--- src/rtl/output_deskew_buffer_pkg.sv ---
// Shared constants and types for the output deskew buffer.
// Optional build macro DESKEW_ROW_TAG_EN adds a per-row tag (see top module).
package output_deskew_buffer_pkg;

    localparam int unsigned ARRAY_W_DEF = 8;
    localparam int unsigned DATA_W_DEF  = 8;
    localparam int unsigned DEPTH_DEF   = 8;
    localparam int unsigned TAG_W       = 8;

    typedef enum logic [1:0] {
        FIFO_IDLE,
        FIFO_PUSH,
        FIFO_POP,
        FIFO_PUSH_POP
    } fifo_op_e;

    // Lane k lags lane 0 by k cycles, so it needs (lanes-1-k) stages to line up.
    function automatic int unsigned lane_delay(input int unsigned lane, input int unsigned lanes);
        return lanes - 1 - lane;
    endfunction

endpackage

--- src/rtl/output_deskew_buffer_delay_line.sv ---
// deskew_delay_line: DLY-stage shift register with synchronous active-high reset.
// DLY == 0 degenerates to a plain wire.
module deskew_delay_line #(
    parameter int unsigned DLY = 1,
    parameter int unsigned W   = 8
) (
    input  logic         clk,
    input  logic         rst,
    input  logic [W-1:0] d_i,
    output logic [W-1:0] q_o
);

    generate
        if (DLY == 0) begin : g_wire
            logic unused_clk_rst;
            assign unused_clk_rst = clk ^ rst;
            assign q_o = d_i;
        end else begin : g_shift
            logic [W-1:0] stage_q [DLY];

            always_ff @(posedge clk) begin
                if (rst) begin
                    for (int unsigned i = 0; i < DLY; i++) begin
                        stage_q[i] <= '0;
                    end
                end else begin
                    stage_q[0] <= d_i;
                    for (int unsigned i = 1; i < DLY; i++) begin
                        stage_q[i] <= stage_q[i-1];
                    end
                end
            end

            assign q_o = stage_q[DLY-1];
        end
    endgenerate

endmodule

--- src/rtl/output_deskew_buffer.sv ---
// Realigns the diagonally skewed array output into whole rows and queues them in a row FIFO.
// Build macro DESKEW_ROW_TAG_EN adds an 8-bit row_tag port carrying a per-row sequence tag.
module output_deskew_buffer
    import output_deskew_buffer_pkg::*;
#(
    parameter int unsigned ARRAY_W = ARRAY_W_DEF,
    parameter int unsigned DATA_W  = DATA_W_DEF,
    parameter int unsigned DEPTH   = DEPTH_DEF
) (
    input  logic                        clk,
    input  logic                        rst,
    input  logic [ARRAY_W-1:0]          in_valid,
    input  logic [ARRAY_W*DATA_W-1:0]   out_act,
    output logic                        row_valid,
    input  logic                        row_ready,
    output logic [ARRAY_W*DATA_W-1:0]   row_data,
    output logic [$clog2(DEPTH):0]      row_count,
    output logic                        full,
    output logic                        overflow,
    output logic                        skew_err
`ifdef DESKEW_ROW_TAG_EN
    ,
    output logic [TAG_W-1:0]            row_tag
`endif
);

    localparam int unsigned PTR_W = $clog2(DEPTH);
    localparam int unsigned CNT_W = PTR_W + 1;
    localparam int unsigned BUS_W = ARRAY_W * DATA_W;
    localparam logic [CNT_W-1:0] FULL_CNT = CNT_W'(DEPTH);

    logic [ARRAY_W-1:0] dly_valid;
    logic [BUS_W-1:0]   dly_data;

    for (genvar k = 0; k < ARRAY_W; k++) begin : g_lane
        logic [DATA_W:0] lane_q;

        deskew_delay_line #(
            .DLY (lane_delay(k, ARRAY_W)),
            .W   (DATA_W + 1)
        ) u_dly (
            .clk (clk),
            .rst (rst),
            .d_i ({in_valid[k], out_act[k*DATA_W +: DATA_W]}),
            .q_o (lane_q)
        );

        assign dly_valid[k]                 = lane_q[DATA_W];
        assign dly_data[k*DATA_W +: DATA_W] = lane_q[DATA_W-1:0];
    end

    logic aligned_all, aligned_any, lane_skew;
    logic pop, push, drop;
    fifo_op_e op;

    logic [PTR_W-1:0] wr_ptr_q, wr_ptr_d, rd_ptr_q, rd_ptr_d;
    logic [CNT_W-1:0] count_q, count_d;
    logic             overflow_q, overflow_d, skew_err_q, skew_err_d;
    logic [BUS_W-1:0] mem_q [DEPTH];

    assign aligned_all = &dly_valid;
    assign aligned_any = |dly_valid;
    assign lane_skew   = aligned_any && !aligned_all;

    assign row_valid = (count_q != '0);
    assign full      = (count_q == FULL_CNT);
    assign pop       = row_valid && row_ready;
    // A full FIFO still accepts when the head leaves in the same cycle.
    assign push      = aligned_all && (!full || pop);
    assign drop      = aligned_all && full && !pop;

    always_comb begin
        op = FIFO_IDLE;
        if (push && pop) begin
            op = FIFO_PUSH_POP;
        end else if (push) begin
            op = FIFO_PUSH;
        end else if (pop) begin
            op = FIFO_POP;
        end
    end

    always_comb begin
        wr_ptr_d   = wr_ptr_q;
        rd_ptr_d   = rd_ptr_q;
        count_d    = count_q;
        overflow_d = overflow_q || drop;
        skew_err_d = skew_err_q || lane_skew;
        unique case (op)
            FIFO_PUSH: begin
                wr_ptr_d = wr_ptr_q + 1'b1;
                count_d  = count_q + 1'b1;
            end
            FIFO_POP: begin
                rd_ptr_d = rd_ptr_q + 1'b1;
                count_d  = count_q - 1'b1;
            end
            FIFO_PUSH_POP: begin
                wr_ptr_d = wr_ptr_q + 1'b1;
                rd_ptr_d = rd_ptr_q + 1'b1;
            end
            default: ;
        endcase
    end

    always_ff @(posedge clk) begin
        if (rst) begin
            wr_ptr_q   <= '0;
            rd_ptr_q   <= '0;
            count_q    <= '0;
            overflow_q <= 1'b0;
            skew_err_q <= 1'b0;
        end else begin
            wr_ptr_q   <= wr_ptr_d;
            rd_ptr_q   <= rd_ptr_d;
            count_q    <= count_d;
            overflow_q <= overflow_d;
            skew_err_q <= skew_err_d;
        end
    end

    always_ff @(posedge clk) begin
        if (push) begin
            mem_q[wr_ptr_q] <= dly_data;
        end
    end

    // Storage is not reset; gating by row_valid keeps row_data at 0 out of reset.
    assign row_data  = row_valid ? mem_q[rd_ptr_q] : '0;
    assign row_count = count_q;
    assign overflow  = overflow_q;
    assign skew_err  = skew_err_q;

`ifdef DESKEW_ROW_TAG_EN
    logic [TAG_W-1:0] tag_q, tag_d;
    logic [TAG_W-1:0] tag_mem_q [DEPTH];

    assign tag_d = push ? tag_q + 1'b1 : tag_q;

    always_ff @(posedge clk) begin
        if (rst) begin
            tag_q <= '0;
        end else begin
            tag_q <= tag_d;
        end
    end

    always_ff @(posedge clk) begin
        if (push) begin
            tag_mem_q[wr_ptr_q] <= tag_q;
        end
    end

    assign row_tag = row_valid ? tag_mem_q[rd_ptr_q] : '0;
`endif

endmodule
--- config.mk ---
export PLATFORM = sky130hd
export DESIGN_NAME = output_deskew_buffer
export DESIGN_NICKNAME = d
export VERILOG_FILES = /design/src/rtl/output_deskew_buffer_pkg.sv /design/src/rtl/output_deskew_buffer_delay_line.sv /design/src/rtl/output_deskew_buffer.sv
export SDC_FILE = /design/constraint.sdc
export NUM_CORES = 1
export LEC_CHECK = 0
export CAP_MARGIN = 20
export CORE_MARGIN = 4
export CORE_UTILIZATION = 25
export DETAILED_ROUTE_END_ITERATION = 12
export PLACE_DENSITY = 0.41
export SLEW_MARGIN = 20
export SYNTH_ARGS = -nofsm -noshare
export SYNTH_HDL_FRONTEND = slang
export SYNTH_SLANG_ARGS = --single-unit
--- constraint.sdc ---
create_clock -name clk -period 30.7 [get_ports clk]
set_input_delay 9.21 -clock clk [delete_from_list [all_inputs] [get_ports clk]]
set_output_delay 9.21 -clock clk [all_outputs]
set_load 0.02 [all_outputs]
# == Yosys cells after proc, flatten, opt, wreduce, memory -nomap -nowiden ==
# Memories as Yosys holds them, arrays and structs flattened. A register that Yosys moved wholly into a read port is not among the register bits.
# Cells that the tools add are included.
# totals
reg_bits,12
ramBits,764
inputBits,75
out_inout_bits,72
word_cells,108
memories,8
# mem_list
memory,words,width,rd,rd_ports_with_merged_regs,wr,line,source
mem_q,8,64,1,1,1,output_deskew_buffer.sv:59,logic [BUS_W-1:0] mem_q [DEPTH];
g_lane[0].u_dly.g_shift.stage_q,7,9,7,0,7,output_deskew_buffer_delay_line.sv:19,logic [W-1:0] stage_q [DLY];
g_lane[1].u_dly.g_shift.stage_q,6,9,6,0,6,output_deskew_buffer_delay_line.sv:19,
g_lane[2].u_dly.g_shift.stage_q,5,9,5,0,5,output_deskew_buffer_delay_line.sv:19,
g_lane[3].u_dly.g_shift.stage_q,4,9,4,0,4,output_deskew_buffer_delay_line.sv:19,
g_lane[4].u_dly.g_shift.stage_q,3,9,3,0,3,output_deskew_buffer_delay_line.sv:19,
2 more memories,--,--,--,--,--,--,
# classes
add_sub_neg,4
eq_ne,4
mux,41
bitwise_logic,27
reduce_logical,19
# ops
op,count
2-to-1 mux 9 bit,28
2-to-1 mux 64 bit,1
OR 1 bit,27
OR reduction 9 bit,1
one-hot mux 4 bit (2 select lines),1
AND reduction 8 bit,1
OR reduction 8 bit,1
"adder 3 x 1 -> 3 bit, second input constant",2
logical AND 1 bit,6
2-to-1 mux 1 bit,6
2-to-1 mux 2 bit,3
2-to-1 mux 3 bit,2
"adder 4 x 1 -> 4 bit, second input constant",1
"== test 2 bit, second input constant",2
"== test 4 bit, second input constant",1
nonzero test 4 bit,1
OR reduction 2 bit,2
"subtractor 4 x 1 -> 4 bit, second input constant",1
zero test 1 bit,3
logical OR 1 bit,3
"== test 2 x 1 -> 1 bit, second input constant",1
nonzero test 2 bit,1

# == Logic depth before layout (Yosys ltp) ==
# Gate-level depths: netlist of the first run.
# logic_depth
depth_word,10
depth_mapped,9
ltp_nobuf,8

# == Hierarchy ==
# Synthesis of the first run repeated with hierarchy kept, for this count alone.
# unflattened
hier_cells,1488
hier_area_um2,27426.3
# by_module_without_submodules
module,instances,cells_each,area_each_um2,seq_area_each_um2
output_deskew_buffer,1,909,20219.4,15675.0
deskew_delay_line (g_lane[0].u_dly),1,141,1752.9,1261.2
deskew_delay_line (g_lane[1].u_dly),1,122,1511.4,1081.0
deskew_delay_line (g_lane[2].u_dly),1,103,1270.0,900.9
deskew_delay_line (g_lane[3].u_dly),1,75,994.7,720.7
deskew_delay_line (g_lane[4].u_dly),1,65,817.0,540.5
deskew_delay_line (g_lane[5].u_dly),1,46,556.8,360.3
deskew_delay_line (g_lane[6].u_dly),1,18,236.5,180.2
deskew_delay_line (g_lane[7].u_dly),1,9,67.6,0.0

# == Least setup slack after synthesis of the first run ==
# No wires, ideal clock.
# synth_timing
path_type,in2reg
start,in in_valid[7]
end,"mem mem_q[2][0] (netlist name), enable pin"
setup_time_ns,0.666
arrival_ns,16.485
required_ns,30.034
slack_ns,13.548
cell_stages,4
n_path_buf,0
cell_sequence,nand4_1 -> nor2_1 -> nand2_1 -> nor4b_1
# synth_via
elab_chain_len,4
# synth_rtl
element,line,source
"start, declared",output_deskew_buffer.sv:12,"input logic [ARRAY_W-1:0] in_valid,"
AND reduction 8 bit,output_deskew_buffer.sv:61,assign aligned_all = &dly_valid;
logical AND 1 bit,output_deskew_buffer.sv:69,assign push = aligned_all && (!full || pop);
2-to-1 mux 1 bit,output_deskew_buffer.sv:123,if (push) begin
2-to-1 mux 1 bit (implied by the code),output_deskew_buffer.sv:124,mem_q[wr_ptr_q] <= dly_data;
"end, declared",output_deskew_buffer.sv:59,
# No other way between the ends.

==> flow_metrics.py, run 1 <==
metrics = {
    "global_routing": {
        "grt-ovfl-total": 0,
        "grt_pass1_vias": 13930,
        "track_usage": 0.1069,
        "antenna_found_initial": 0,
        "grt_pass1_wl_um": 89800,
        "grt_max_degree": 171,
    },
    "worst_setup_path": {
        "crit_type": "register to output pin",
        "end_kind": "output pin",
        "crit_fanout": 48,
        "crit_family": "buffers and inverters",
        "path_buf_inv": 3,
        "worstPathCellList": "buf_4 > buf_6 > mux4_2 > mux2i_1 > nor2_1 > clkdlybuf4s50_1",
        "cp-start-kind": "register",
        "ff2ff_setup_slack_ns": 27.23,
        "cp_slowest_stage_delay_ns": 0.93,
        "arrival_ns": 4.77,
        "worstPathRequired_ns": 21.49,
        "critPathSlowestCell": "dfxtp_4",
    },
    "floorplanning": {
        "io-pin-count": 147,
        "coreArea_um2": 107100,
        "dieArea_um2": 113100,
        "start_util": 0.2517,
        "chipWidth_um": 336.3,
        "dieHeight_um": 336.3,
        "rows": 120,
    },
    "drt": {
        "vias": 12650,
        "drc_errors": 0,
        "wl_per_cell_um": 19.29,
        "drt-pass1-iter-count": 4,
        "drt-total-wl_um": 60020,
        "drt_iter0_markers": 614,
        "final_antenna_net_count": 0,
        "post_drt_via_cell_ratio": 4.065,
    },
    "place": {
        "placed_cell_area_um2": 30150,
        "place_congestion": 0.6695,
        "portBuffers": 146,
        "hpwl_um": 32020,
    },
    "power_and_ir_drop": {
        "power_uw": 2195,
        "vdd_drop_max_uv": 36.88,
        "power.density_nw_per_um2": 66.29,
        "p_leak_uw": 0.009908,
    },
    "final_layout": {
        "nets": 1707,
        "design_area_um2": 33110,
        "fin_util": 0.3093,
        "layout_common_cells": "edfxtp_1, dfxtp_1, nor2b_1",
        "final_common_cell": "edfxtp_1",
        "syn2layout_area_growth_pct": 22.87,
        "drive_above_1_share": 0.1828,
    },
    "sta": {
        "fin_crit_sh": 0.4555,
        "rsz0062_at_grt": "no",
        "setup_viol": 0,
        "slew_viol_final": 0,
        "post-route-min-period_ns": 13.98,
        "clock.fmax_mhz": 71.51,
        "slew_headroom": 0.3309,
        "tns_ns": 0,
        "tightest_slew_ns": 1.004,
        "hold_viol": 0,
        "skew_ns": 0.01643,
    },
    "clocking": {
        "cts_buffers": 90,
        "cts_tree": "built",
        "post_cts_buffers": 0,
        "root_buffer": "clkbuf_16",
        "cts_resized": 0,
        "htree_levels": 3,
        "clkLatencyLatePin_ns": 0.65,
        "clkTransAtPathRegs_ns": 0.06,
        "cts_sinks": 779,
        "max-clock-path-buffers": 3,
        "hold_buffers": 0,
    },
    "job": {
        "max_cap_violations": 0,
    },
    "status": {
        "outcome": "finished clean",
    },
    "yosys": {
        "synth_warnings": 0,
        "synth-edff-count": 512,
        "postSynthAreaPerCell_um2": 18.70,
        "ys.flop_type": "edfxtp_1",
        "async_reset_ff_frac": 0,
        "syn-num-nets": 1519,
        "netlist_instances": 1441,
        "ys_seq_area_frac": 0.7689,
        "synth_cell_types": 42,
        "netlist_area_um2": 26950,
        "synth-seq-cells": 779,
    },
    "hold_path": {
        "hp-class": "register to register",
    },
}
-- worst paths after layout --
path                                         startpoint                                    end  cells after the start
hold / removal    g_lane[3].u_dly.g_shift.stage_q[1][1]  g_lane[3].u_dly.g_shift.stage_q[2][1]                      1
setup / recovery                               register                           row_data[12]                      6
setup reg to reg                           row_count[1]                           mem_q[7][13]                      6
hold reg to reg   g_lane[3].u_dly.g_shift.stage_q[1][1]  g_lane[3].u_dly.g_shift.stage_q[2][1]                      1
-- metrics by stage --
step	cells	hold WS (ns)	setup WS [ns]
2_1_floorplan	1441	0.4138	13.55
3_3_place_gp	2938	0.4171	16.82
3_5_place_dp	2940	0.4204	16.80
4_1_cts	3110	0.4250	16.07
5_1_grt	3110	0.4448	16.16
6_report	3111	0.4265	16.72
-- cells by family after synthesis --
kind of cell               count (synthesis)  share of synthesized area
xor gates and xnor gates                   4                   0.001300
AOI/OAI and AO/OA                         17                   0.006129
DFF                                      779                     0.7689
buffers and inverters                     77                    0.01235
adders and majority gates                  3                   0.001393
and+or+nand+nor                          366                    0.07809
muxes                                    195                     0.1319
-- worst register-to-register path, delay by kind of cell, from the launching register on --
family                 cells  cell delay (ns)
and+or+nand+nor            3             0.68
buffers and inverters      2             1.19
AOI/OAI and AO/OA          1             0.61
DFF                        1             0.59
-- synth_stat cells (2+ instances only) --
cell	n	area share
ha_1	3	0.0014
mux2i_1	67	0.025
buf_1	8	0.0011
nand2_1	10	0.0014
mux4_2	128	0.11
nor3_1	6	0.0011
edfxtp_1	512	0.57
buf_4	3	0.00084
a211oi_2	2	0.00093
xnor2_1	2	0.00065
nor2b_1	255	0.059
buf_2	19	0.0035
clkbuf_1	43	0.0060
nand4_1	2	0.00046
inv_1	2	0.00028
nor4_1	3	0.00070
xor2_1	2	0.00065
nor3b_1	2	0.00056
nand3_1	3	0.00056
and4_1	2	0.00065
a21oi_1	4	0.00074
nor4b_1	2	0.00065
dfxtp_1	267	0.20
nor2_1	76	0.011
-- routing by layer --
layer  track usage  routed length, µm
met5             0                  0
met4       0.02860               1250
met3       0.02409               2218
met2        0.1839              29950
met1        0.1359              26610
-- flip-flops by register name (all words and copies together) (netlist names), named ones only --
| signal | flops |
|---|---|
| rd_ptr_q | 3 |
| overflow | 1 |
| row_count | 4 |
| wr_ptr_q | 3 |
| skew_err | 1 |
| mem_q | 512 |
| g_lane.u_dly.g_shift.stage_q | 252 |
-- power by group --
part / internal [µW] / total, µW / switching, µW
logic: 14.3 / 25.7 / 11.4
registers: 1120 / 1120 / 5.31
clock network: 620 / 1040 / 424
-- cell type report --
| cell class | instances | area, µm² |
|---|---|---|
| diodes | 1 | 2.502 |
| clock buffers | 131 | 2572 |
| clock inverters | 39 | 381.6 |
| fillers | 10460 | 73940 |
| inverters | 2 | 7.507 |
| multi-input cells | 585 | 5949 |
| flip-flops and latches | 779 | 20730 |
| well taps | 1403 | 1755 |
| repair buffers | 171 | 1710 |
Power figures use the tool's default switching activity.
==> inputs of run 2 (changes only) <==
--- a/config.mk
+++ b/config.mk
@@ -9,7 +9,7 @@
 export CORE_MARGIN = 4
 export CORE_UTILIZATION = 25
 export DETAILED_ROUTE_END_ITERATION = 12
-export PLACE_DENSITY = 0.41
+export PLACE_DENSITY = 0.42
 export SLEW_MARGIN = 20
 export SYNTH_ARGS = -nofsm -noshare
 export SYNTH_HDL_FRONTEND = slang
==> constraint.sdc (replaced) <==
create_clock -name clk -period 11.7 [get_ports clk]
set_input_delay 3.51 -clock clk [delete_from_list [all_inputs] [get_ports clk]]
set_output_delay 3.51 -clock clk [all_outputs]
set_load 0.02 [all_outputs]
==> flow_metrics.py, run 2 (synthesis gave the netlist of run 1 again) <==
metrics = {
    "worst_setup_path": {
        "crit_fanout": 43,
        "end_kind": "output pin",
        "cp-start-kind": "register",
        "worstPathRequired_ns": 8.19,
        "crit_type": "register to output pin",
        "critPathSlowestCell": "dfxtp_4",
        "cp_slowest_stage_delay_ns": 0.96,
        "arrival_ns": 4.06,
        "worstPathCellList": "buf_4 > mux4_2 > mux2i_1 > nor2_1 > clkdlybuf4s50_1",
    },
    "final_layout": {
        "regMostFlops": "mem_q",
        "syn2layout_area_growth_pct": 22.81,
        "num_antenna_cells": 0,
        "layout_common_cells": "edfxtp_1, dfxtp_1, nor2b_1",
        "nets": 1702,
        "final_common_cell": "edfxtp_1",
        "design_area_um2": 33090,
        "largest_register_ffs": 512,
        "drive_above_1_share": 0.1803,
    },
    "floorplanning": {
        "coreArea_um2": 107100,
        "dieHeight_um": 336.3,
        "rows": 120,
        "start_util": 0.2517,
        "io-pin-count": 147,
        "dieArea_um2": 113100,
        "chipWidth_um": 336.3,
    },
    "sta": {
        "slew_viol_final": 0,
        "rsz0062_at_grt": "no",
        "fin_crit_sh": 0.6473,
        "tns_ns": 0,
        "hold_viol": 0,
        "tightest_slew_ns": 0.9880,
        "setup_viol": 0,
        "post-route-min-period_ns": 7.573,
        "clock.fmax_mhz": 132.0,
        "setup_ws_ns": 4.127,
        "slew_headroom": 0.3413,
        "skew_ns": 0.01771,
    },
    "place": {
        "placed_cell_area_um2": 30090,
        "place_congestion": 0.6517,
        "hpwl_um": 31560,
        "portBuffers": 146,
        "place_ws_ns": 4.534,
    },
    "global_routing": {
        "track_usage": 0.1068,
        "grt-ovfl-total": 0,
        "grt_pass1_wl_um": 89730,
        "grt_max_degree": 176,
        "grt_pass1_vias": 13740,
        "antenna_found_initial": 0,
    },
    "drt": {
        "drt-total-wl_um": 60070,
        "final_antenna_net_count": 0,
        "drt_iter0_markers": 752,
        "drc_errors": 0,
        "wl_per_cell_um": 19.38,
        "vias": 12650,
        "drt-pass1-iter-count": 4,
        "post_drt_via_cell_ratio": 4.079,
    },
    "clocking": {
        "cts_sinks": 779,
        "cts_buffers": 88,
        "cts_tree": "built",
        "root_buffer": "clkbuf_16",
        "cts_resized": 0,
        "clkLatencyLatePin_ns": 0.64,
        "clkTransAtPathRegs_ns": 0.06,
        "hold_buffers": 0,
        "max-clock-path-buffers": 3,
        "htree_levels": 3,
        "post_cts_buffers": 0,
    },
    "status": {
        "outcome": "finished clean",
    },
    "job": {
        "max_cap_violations": 0,
    },
    "power_and_ir_drop": {
        "vdd_drop_max_uv": 105.7,
        "p_leak_uw": 0.009875,
        "power.density_nw_per_um2": 176.4,
    },
    "hold_path": {
        "hp-class": "register to register",
    },
}
-- run 2: layout make-up --
type                            instances  area (µm²)
Inverter                                2       7.507
Tap cell                             1403        1755
Sequential cell                       779       20730
Clock buffer                          117        2424
Multi-Input combinational cell        585        5949
Timing Repair Buffer                  168        1648
Fill cell                           10450       73960
Clock inverter                         46       579.3
-- run 2: through the flow --
step                hold slack, ns  instances  utilization  power, µW
floorplan                   0.4138       1441            -       3034
global placement            0.4205       2937       0.2811       3078
detailed placement          0.4226       2937       0.2811       3079
CTS                         0.4328       3100       0.3091       5957
global route                0.4466       3100       0.3091       6076
finish                      0.4302       3100       0.3091       5837
-- run 2: critical path, delay by kind of cell, from the launching register on --
| kind | cells | cell delay, ns |
|---|---|---|
| buf+inv | 2 | 1.57 |
| flops | 1 | 0.96 |
| mux | 2 | 0.45 |
| simple gates | 1 | 0.42 |
-- run 2: worst paths after layout --
kind / startpoint / endpoint / slack [ns] / cells past startpoint
setup reg to reg: row_count[1] / mem_q[7][47] / 8.24 / 5
hold reg to reg: g_lane[3].u_dly.g_shift.stage_q[1][7] / g_lane[3].u_dly.g_shift.stage_q[2][7] / 0.43 / 1
setup / recovery: register / row_data[34] / 4.13 / 5
hold / removal: g_lane[3].u_dly.g_shift.stage_q[1][7] / g_lane[3].u_dly.g_shift.stage_q[2][7] / 0.43 / 1
-- run 2: layer usage --
layer / up-vias / wire length, µm / GRT usage
li1: 5772 / - / -
met1: 6541 / 26390 / 0.1362
met3: 88 / 2765 / 0.02317
met5: - / 0 / 0
met4: 0 / 1175 / 0.03209
met2: 244 / 29750 / 0.1822
-- run 2: where the power goes --
| part | switching [µW] | total, µW | leakage [µW] | internal (µW) |
|---|---|---|---|---|
| clock | 1090 | 2820 | 0.00146 | 1730 |
| combinational | 28.8 | 66.2 | 0.00214 | 37.4 |
| sequential | 13.6 | 2950 | 0.00628 | 2940 |
==> inputs of run 3 (changes only) <==
--- a/config.mk
+++ b/config.mk
@@ -9,7 +9,7 @@
 export CORE_MARGIN = 4
 export CORE_UTILIZATION = 25
 export DETAILED_ROUTE_END_ITERATION = 12
-export PLACE_DENSITY = 0.42
+export PLACE_DENSITY = 0.41
 export SLEW_MARGIN = 20
 export SYNTH_ARGS = -nofsm -noshare
 export SYNTH_HDL_FRONTEND = slang
==> constraint.sdc (replaced) <==
create_clock -name clk -period 7 [get_ports clk]
set_input_delay 2.1 -clock clk [delete_from_list [all_inputs] [get_ports clk]]
set_output_delay 2.1 -clock clk [all_outputs]
set_load 0.02 [all_outputs]
==> flow_metrics.py, run 3 (synthesis gave the netlist of run 1 again) <==
metrics = {
    "sta": {
        "setup_viol": 0,
        "setup_ws_ns": 1.487,
        "post-route-min-period_ns": 5.513,
        "fin_crit_sh": 0.7875,
        "skew_ns": 0.01721,
        "tightest_slew_ns": 0.9567,
        "clock.fmax_mhz": 181.4,
        "slew_viol_final": 0,
        "hold_viol": 0,
        "slew_headroom": 0.3622,
        "rsz0062_at_grt": "no",
    },
    "final_layout": {
        "largest_register_ffs": 512,
        "nFillCells": 10430,
        "nets": 1703,
        "final_common_cell": "edfxtp_1",
        "regMostFlops": "mem_q",
        "layout_common_cells": "edfxtp_1, dfxtp_1, nor2b_1",
        "drive_above_1_share": 0.1789,
        "fin_util": 0.3099,
        "syn2layout_area_growth_pct": 23.11,
    },
    "worst_setup_path": {
        "arrival_ns": 3.41,
        "worstPathCellList": "buf_12 > mux4_2 > mux2i_1 > nor2_1 > clkdlybuf4s50_1",
        "cp_slowest_stage_delay_ns": 0.95,
        "cp-start-kind": "register",
        "reg2regPathDepth": 5,
        "critPathSlowestCell": "dfxtp_4",
        "crit_type": "register to output pin",
        "worstPathRequired_ns": 4.90,
        "end_kind": "output pin",
        "crit_fanout": 41,
    },
    "global_routing": {
        "grt_pass1_wl_um": 89490,
        "track_usage": 0.1057,
        "antenna_found_initial": 2,
        "grt-ovfl-total": 0,
        "grt_pass1_vias": 14010,
        "grt_max_degree": 96,
    },
    "power_and_ir_drop": {
        "power_uw": 9632,
        "vdd_drop_max_uv": 177.2,
        "power.density_nw_per_um2": 290.3,
        "p_leak_uw": 0.009889,
    },
    "drt": {
        "drt-total-wl_um": 58870,
        "wl_per_cell_um": 18.97,
        "final_antenna_net_count": 0,
        "post_drt_via_cell_ratio": 4.047,
        "drt_iter0_markers": 613,
        "drt-pass1-iter-count": 4,
        "drc_errors": 0,
        "vias": 12560,
    },
    "clocking": {
        "clkTransAtPathRegs_ns": 0.05,
        "clkLatencyLatePin_ns": 0.63,
        "cts_sinks": 779,
        "htree_levels": 3,
        "post_cts_buffers": 0,
        "root_buffer": "clkbuf_16",
        "max-clock-path-buffers": 3,
        "cts_tree": "built",
        "cts_resized": 0,
        "cts_buffers": 88,
        "hold_buffers": 0,
    },
    "floorplanning": {
        "io-pin-count": 147,
        "coreArea_um2": 107100,
        "dieHeight_um": 336.3,
        "chipWidth_um": 336.3,
        "rows": 120,
        "dieArea_um2": 113100,
        "start_util": 0.2517,
    },
    "hold_path": {
        "hp-class": "register to register",
        "worstHoldPathCells": 1,
    },
    "place": {
        "hpwl_um": 30510,
        "place_ws_ns": 1.953,
        "portBuffers": 146,
        "place_congestion": 0.6537,
    },
    "job": {
        "max_cap_violations": 0,
    },
    "status": {
        "outcome": "finished clean",
    },
}
[run 3: metrics by stage]
stage	area, µm²	hold WS (ns)	setup TNS (ns)	cells
4_1_cts	33170	0.4340	0	3102
3_3_place_gp	30230	0.4162	0	2938
6_report	33180	0.4303	0	3103
3_5_place_dp	30230	0.4204	0	2938
5_1_grt	33170	0.4415	0	3102
2_1_floorplan	26950	0.4138	-719.99	1441
[run 3: layout make-up]
cell class	instances	area, µm²	area share
Sequential cell	779	20730	0.6249
Multi-Input combinational cell	585	5956	0.1795
Clock buffer	134	2673	0.08056
Timing Repair Buffer	169	1777	0.05355
Tap cell	1403	1755	0.05291
Clock inverter	30	275.3	0.008297
Inverter	2	7.507	0.0002263
Antenna cell	1	2.502	0.00007543
[run 3: final timing paths]
kind | start | endpoint | slack, ns
max reg2reg | g_lane[4].u_dly.g_shift.stage_q[0][26] | mem_q[2][29] | 4.22
max | register | row_data[54] | 1.49
min | g_lane[0].u_dly.g_shift.stage_q[0][47] | g_lane[0].u_dly.g_shift.stage_q[0][56] | 0.43
min reg2reg | g_lane[0].u_dly.g_shift.stage_q[0][47] | g_lane[0].u_dly.g_shift.stage_q[0][56] | 0.43
[run 3: critical path: cells and delay by family, from the launching register on]
kind                   cells  cell delay, ns
muxes                      2            0.76
DFF                        1            0.95
buffers and inverters      2            0.90
and+or+nand+nor            1            0.09
[run 3: where the power goes]
part / internal [µW] / switching [µW]
sequential: 4910 / 22.1
combinational: 62.4 / 47.6
clock: 2810 / 1780
[run 3: layer usage]
metal	vias to the layer above	routed length (µm)	global-route usage
met2	199	29490	0.1840
li1	5768	-	-
met4	2	1329	0.03062
met5	-	9	0
met1	6507	25750	0.1318
met3	81	2284	0.02346
